**src/rtl/fp_norm_shift_stage.sv**
```systemverilog
// Normalisation shift stage sitting behind the Booth multiplier.
// Shifts the double-width product right, left or not at all, splits the
// result into the kept mantissa (upper half) and the discarded bits (lower
// half), and gathers a sticky bit from everything pushed off the LSB end.
// The operand side fields ride along unchanged.
// STAGES=1 does the whole shift in one register stage. STAGES=2 does the
// coarse part first and the fine part second. The result is identical for
// both depths.
//
// Ports
//   clk, rst                      clock, synchronous active-high reset
//   in_valid / in_ready           upstream handshake
//   sign_in, exp_in, over_flow_in operand fields from the multiplier
//   mant_in                       2*(MANT+1)-bit product
//   spe_case_a_in/_b_in           special-case codes
//   shift_type_in                 00 right, 01 left, 1x pass-through
//   shift_value_in                shift amount
//   out_valid / out_ready         downstream handshake
//   mant_out / discard_out        upper / lower half of the shifted product
//   sticky_out                    OR of the bits lost on a right shift
//   over_flow_out                 all-ones exponent or incoming overflow
//   over_flow1_out                incoming overflow only
//   sign_out, exp_out,
//   spe_case_a_out/_b_out         side fields, delayed
module fp_norm_shift_stage #(
    parameter int DW     = 16,
    parameter int EXP    = 4,
    parameter int MANT   = 10,
    parameter int SHIFT  = 5,
    parameter int STAGES = 1
) (
    input  logic                  clk,
    input  logic                  rst,
    input  logic                  in_valid,
    output logic                  in_ready,
    input  logic                  sign_in,
    input  logic [EXP-1:0]        exp_in,
    input  logic                  over_flow_in,
    input  logic [2*(MANT+1)-1:0] mant_in,
    input  logic [2:0]            spe_case_a_in,
    input  logic [2:0]            spe_case_b_in,
    input  logic [1:0]            shift_type_in,
    input  logic [SHIFT-1:0]      shift_value_in,
    output logic                  out_valid,
    input  logic                  out_ready,
    output logic                  sign_out,
    output logic [EXP-1:0]        exp_out,
    output logic [2:0]            spe_case_a_out,
    output logic [2:0]            spe_case_b_out,
    output logic [MANT:0]         mant_out,
    output logic [MANT:0]         discard_out,
    output logic                  sticky_out,
    output logic                  over_flow_out,
    output logic                  over_flow1_out
);

    localparam int MANT_MUL = 2 * (MANT + 1);

    if (!(DW == 16 || DW == 32 || DW == 64) || !(STAGES == 1 || STAGES == 2) || SHIFT < 2)
    begin : g_bad_params
        $error("fp_norm_shift_stage: unsupported DW/STAGES/SHIFT combination");
    end

    typedef struct packed {
        logic           sign;
        logic [EXP-1:0] exp;
        logic [2:0]     spe_a;
        logic [2:0]     spe_b;
        logic           ovf;
        logic           ovf1;
    } side_t;

    // Shift amounts at or beyond the product width shift everything out,
    // which the language shift operators already give us as zero.
    function automatic logic [MANT_MUL-1:0] shift_mant(
        input logic [MANT_MUL-1:0] m,
        input logic [1:0]          t,
        input logic [SHIFT-1:0]    n
    );
        logic [MANT_MUL-1:0] r;
        if (t[1]) begin
            r = m;
        end else if (t[0]) begin
            r = m << n;
        end else begin
            r = m >> n;
        end
        return r;
    endfunction

    // Bits below position n are the ones a right shift by n drops. When n
    // covers the whole word, the mask becomes all ones.
    function automatic logic lost_bits(
        input logic [MANT_MUL-1:0] m,
        input logic [1:0]          t,
        input logic [SHIFT-1:0]    n
    );
        logic [MANT_MUL-1:0] keep_mask;
        keep_mask = {MANT_MUL{1'b1}} << n;
        return (t == 2'b00) && (|(m & ~keep_mask));
    endfunction

    side_t               side_in;
    logic                out_valid_q;
    side_t               out_side_q;
    logic [MANT_MUL-1:0] out_shift_q;
    logic                out_sticky_q;
    logic                load_out;

    assign side_in = {sign_in, exp_in, spe_case_a_in, spe_case_b_in,
                      (&exp_in) | over_flow_in, over_flow_in};

    // The output register takes new data when it is empty or its contents
    // leave this cycle.
    assign load_out = !out_valid_q || out_ready;

    if (STAGES == 1) begin : g_one
        logic [MANT_MUL-1:0] shift_d;
        logic                sticky_d;

        assign in_ready = load_out;
        assign shift_d  = shift_mant(mant_in, shift_type_in, shift_value_in);
        assign sticky_d = lost_bits(mant_in, shift_type_in, shift_value_in);

        always_ff @(posedge clk) begin
            if (rst) begin
                out_valid_q  <= 1'b0;
                out_side_q   <= '0;
                out_shift_q  <= '0;
                out_sticky_q <= 1'b0;
            end else if (load_out) begin
                out_valid_q <= in_valid;
                if (in_valid) begin
                    out_side_q   <= side_in;
                    out_shift_q  <= shift_d;
                    out_sticky_q <= sticky_d;
                end
            end
        end
    end else begin : g_two
        localparam int FINE_W = (SHIFT + 1) / 2;
        localparam int CRS_W  = SHIFT - FINE_W;

        logic                s1_valid_q;
        side_t               s1_side_q;
        logic [MANT_MUL-1:0] s1_mant_q;
        logic                s1_sticky_q;
        logic [1:0]          s1_type_q;
        logic [FINE_W-1:0]   s1_fine_q;
        logic                load_s1;
        logic [SHIFT-1:0]    coarse_amt;
        logic [SHIFT-1:0]    fine_amt;
        logic [MANT_MUL-1:0] s1_mant_d;
        logic                s1_sticky_d;
        logic [MANT_MUL-1:0] shift_d;
        logic                sticky_d;

        assign load_s1  = !s1_valid_q || load_out;
        assign in_ready = load_s1;

        // Coarse amount keeps only the high bits, fine amount the low bits;
        // their sum is the full amount, so the lost bits of both steps
        // together are exactly the low bits a single shift would drop.
        assign coarse_amt  = {shift_value_in[SHIFT-1:FINE_W], {FINE_W{1'b0}}};
        assign fine_amt    = {{CRS_W{1'b0}}, s1_fine_q};
        assign s1_mant_d   = shift_mant(mant_in, shift_type_in, coarse_amt);
        assign s1_sticky_d = lost_bits(mant_in, shift_type_in, coarse_amt);
        assign shift_d     = shift_mant(s1_mant_q, s1_type_q, fine_amt);
        assign sticky_d    = s1_sticky_q | lost_bits(s1_mant_q, s1_type_q, fine_amt);

        always_ff @(posedge clk) begin
            if (rst) begin
                s1_valid_q  <= 1'b0;
                s1_side_q   <= '0;
                s1_mant_q   <= '0;
                s1_sticky_q <= 1'b0;
                s1_type_q   <= '0;
                s1_fine_q   <= '0;
            end else if (load_s1) begin
                s1_valid_q <= in_valid;
                if (in_valid) begin
                    s1_side_q   <= side_in;
                    s1_mant_q   <= s1_mant_d;
                    s1_sticky_q <= s1_sticky_d;
                    s1_type_q   <= shift_type_in;
                    s1_fine_q   <= shift_value_in[FINE_W-1:0];
                end
            end
        end

        always_ff @(posedge clk) begin
            if (rst) begin
                out_valid_q  <= 1'b0;
                out_side_q   <= '0;
                out_shift_q  <= '0;
                out_sticky_q <= 1'b0;
            end else if (load_out) begin
                out_valid_q <= s1_valid_q;
                if (s1_valid_q) begin
                    out_side_q   <= s1_side_q;
                    out_shift_q  <= shift_d;
                    out_sticky_q <= sticky_d;
                end
            end
        end
    end

    assign out_valid      = out_valid_q;
    assign sign_out       = out_side_q.sign;
    assign exp_out        = out_side_q.exp;
    assign spe_case_a_out = out_side_q.spe_a;
    assign spe_case_b_out = out_side_q.spe_b;
    assign over_flow_out  = out_side_q.ovf;
    assign over_flow1_out = out_side_q.ovf1;
    assign mant_out       = out_shift_q[MANT_MUL-1:MANT+1];
    assign discard_out    = out_shift_q[MANT:0];
    assign sticky_out     = out_sticky_q;

endmodule

```
**config.mk**
```make
export PLATFORM = sky130hd
export DESIGN_NAME = fp_norm_shift_stage
export DESIGN_NICKNAME = d
export VERILOG_FILES = /design/src/rtl/fp_norm_shift_stage.sv
export SDC_FILE = /design/constraint.sdc
export NUM_CORES = 1
export LEC_CHECK = 0
export BUFFER_PORTS_ARGS = -buffer_cell sky130_fd_sc_hd__buf_2
export CAP_MARGIN = 25
export CORE_MARGIN = 2
export CORE_UTILIZATION = 50
export CTS_CLUSTER_SIZE = 20
export DETAILED_ROUTE_END_ITERATION = 10
export PLACE_DENSITY = 0.73
export REMOVE_ABC_BUFFERS = 1
export SLEW_MARGIN = 20
export SYNTH_ARGS = -nofsm -noshare
export SYNTH_HDL_FRONTEND = slang
export SYNTH_SLANG_ARGS = --single-unit
```
**constraint.sdc**
```tcl
create_clock -name clk -period 3.9 [get_ports clk]
set_input_delay 0.78 -clock clk [delete_from_list [all_inputs] [get_ports clk]]
set_output_delay 0.78 -clock clk [all_outputs]
set_load 0.03 [all_outputs]
```
==> summary.md <==
| Metric | Value |
|---|---|
| Detail Route Antenna Nets | 0 |
| Post-Route WL | 17100 µm |
| Leading area contributor after synthesis | mux4_2 |
| Sw frac | 42.7% |
| Hold-fix buffer count after cts | 0 |
| Vias in the first global route | 4538 |
| Crit path DAT | 2850 ps |
| Routed wire length per instance | 24.8 µm |
| Slowest-stage cell, CP | mux4_2 |
| Drt pass-1 iters | 5 |
| Layout Nets | about 620 |
| CTS tree | done |
| First-pass GRT wire length | about 26000 µm |
| Clock power share | 22.4% |
| Fin crit period | between 2000 and 3000 ps |
| # rows | 34 |
| Internal power | 0.000747 W |
| Sequential Power Share | 32.3% |
| Post-synth EDFFs | 0 |
| Critical path startpoint category | input port |
| Final Skew | approximately 15 ps |
| Worst skew pair latency | 310 ps |
| N_diodes | 0 |
| Critical path cell sequence | buf_2 > buf_4 > mux4_2 > nor2_1 > nor2_1 > a221oi_1 > o32ai_1 |
| Finished Cell Area | approximately 5000 µm² |
| Fill count | 846 |
| Setup TNS | 0 ps |
| Via density | approximately 7.4 |
| DP HPWL | 11500 µm |
| Root Driver | clkbuf_8 |
| Die area | 9800 µm² |
| Max Buffers Root-to-Sink | 2 |
| CTS clk-pin slew, worst paths | around 100 ps |
| Initial core utilization | 51.7% |
| Boundary Pins | 83 |
| Fmax | 376 MHz |
| Ratio of cells with drive above 1 in the final layout | 28.4% |
| Final slew viol count | 0 |
| Crit end category | flop |
| Cell family with most CP delay | buffers and inverters |
| Die span in x | between 90 and 100 µm |
| Sink Count | 37 |
| Crit Path Max Fanout | 20 |
| Worst slew pin tran | 998 ps |
| Peak supply drop | 0.165 mV |
| Num CTS Buffers | 5 |
| Largest net degree at the start of global routing | 70 |
| Core footprint | between 8000 and 9000 µm² |
| Gr usage total | 34.4% |
| Top cells by area, synth | mux4_2, dfxtp_1, mux2i_1 |
| Part of the Yosys area used for sequential elements | 16.4% |
| Area after DPL | 4830 µm² |
| Antenna violations before repair | 0 |
| H-tree depth | 2 |
| Synth Flop Type | dfxtp_1 |
| Layout area overhead | 8.90% |
| Syn Inst Count | about 550 |
| Final WS setup | 1240 ps |
| DRC | 0 |
| Outcome | finished clean |
| Post-synth top area share | 20.5% |
| Final period util | 68.2% |
| Placed insts | 680 |
| CP peak stage delay | 570 ps |
| Multi-input gate area | 3360 µm² |
| Synth unique cells | 70 |
| RSZ-0062 raised after global routing | no |
| Setup-failing EPs final | 0 |
| Switching pwr | 0.000556 W |
| Required @ worst endpoint | 4090 ps |
| Yosys Warn Count | 0 |
| Worst min path class | reg -> reg |
| GPL Wtd Cong | 1.04 |
| Comb pwr share | approximately 45% |
| Final hold viol count | 0 |
| Final Non-Filler Cells | 688 |
| P_leak | 1.90 nW |
| Post-Place Setup Slack | 936 ps |
| Worst slew margin | between 30% and 40% |
| Reg2reg setup slack | about 1900 ps |
| Power density over the cells | 265 nW/µm² |
| Max Cap Violations | 0 |
| Port-buffer cells | roughly 80 |
| Async S/R FF share, synth | 0% |
| Routed vias | 5090 |
| WP buf/inv | 2 |
| Critical path class | in -> reg |
| Most common cell on crit path | nor2_1 |
| Count of state elements after synthesis | 37 |
| Grt total ovfl | 0 |
| Synth Cell Area | roughly 4500 µm² |
| Fin util | 56.3% |
| Initial DRC count | between 800 and 900 |
| CTS resizes | 0 |
| Sequential cell area | 741 µm² |
| Setup bufs post-CTS | 0 |
| Avg Inst Size Synth | 8.25 µm² |
| Chip height | about 99 µm |
worst paths after layout:
path	start	end	cells past startpoint
max	shift_value_in[0]	out_shift_q[3]	7
min	exp_out[0]	exp_out[0]	2
max reg2reg	out_valid	out_shift_q[11]	5
min reg2reg	exp_out[0]	exp_out[0]	2
cells by family after synthesis:
| family | count (synthesis) | synth area share (%) |
|---|---|---|
| adders and majority gates | 1 | 0.222 |
| muxes | 78 | 30.0 |
| AOI/OAI and AO/OA | 169 | 26.5 |
| and+or+nand+nor | 176 | 17.6 |
| DFF | 37 | 16.4 |
| buffers and inverters | 86 | 9.29 |
final cells by class:
cell class	count	share of cell area, %
repair buffers	98	11.1
well taps	108	2.75
clock inverters	3	0.357
inverters	13	0.993
multi-input cells	424	68.4
clock buffers	5	1.40
flip-flops and latches	37	15.1
power by group through the flow:
stage                     clock network [W]  registers (W)  logic (W)
final                              0.000292       0.000421   0.000591
after global routing               0.000304       0.000423   0.000625
after CTS                          0.000294       0.000420   0.000572
after detailed placement                  0       0.000429   0.000571
after global placement                    0       0.000427   0.000570
after floorplan                           0       0.000482   0.000275
layout by cell type, fill, tap and decap left out, types with 4 or more instances in the layout:
cell / count
o22ai_1: 6
mux4_2: 41
a211oi_1: 14
inv_1: 12
mux2i_1: 24
a221oi_1: 5
nor4_1: 4
a22oi_1: 6
buf_2: 82
o21ai_0: 29
nor2b_1: 7
buf_4: 15
nand2_1: 64
and3_1: 4
clkbuf_8: 5
dfxtp_1: 37
o32ai_1: 4
a22o_1: 5
a31oi_1: 4
o211ai_1: 11
a21oi_1: 34
or3_1: 7
mux2_2: 9
o221ai_1: 10
o21a_1: 4
nor2_1: 57
nor3_1: 14
Yosys cell counts (5+ instances only):
cell      number
o22ai_1        6
inv_1         12
nor2_1        58
or3_1          7
o221ai_1      10
mux2i_1       24
buf_2         13
nand2_1       64
a22o_1         5
a211oi_1      14
nor3_1        14
dfxtp_1       37
mux4_2        41
nor2b_1        7
a22oi_1        6
a21oi_1       34
o211ai_1      11
o21ai_0       29
clkbuf_1      45
a221oi_1       5
mux2_2         9
buf_4          8
metrics by stage:
step	total power, W	hold slack [ps]
floorplan	0.000757	578
global placement	0.000997	439
detailed placement	0.000999	444
CTS	0.00129	456
global route	0.00135	474
finish	0.00130	454
sequential cells by signal, indices dropped and copies added, names as in the netlist:
register / cells
exp_out: 4
out_shift_q: 22
out_valid: 1
over_flow1_out: 1
over_flow_out: 1
sign_out: 1
spe_case_a_out: 3
spe_case_b_out: 3
sticky_out: 1
tightest hold or removal path, delay by kind of cell, from the launching register on:
kind             cells  cell delay (ps)
AO/OA/AOI/OAI        1               50
AND/OR/NAND/NOR      1               50
flip-flops           1              310
routing by layer:
layer	routed length, µm	up-vias	track usage [%]
li1	-	2169	-
met1	6590	2379	49.1
met2	7310	471	49.6
met5	0	-	0
met4	635	0	11.8
met3	2540	71	10.5
No activity file was read; power rests on OpenSTA's default activity.
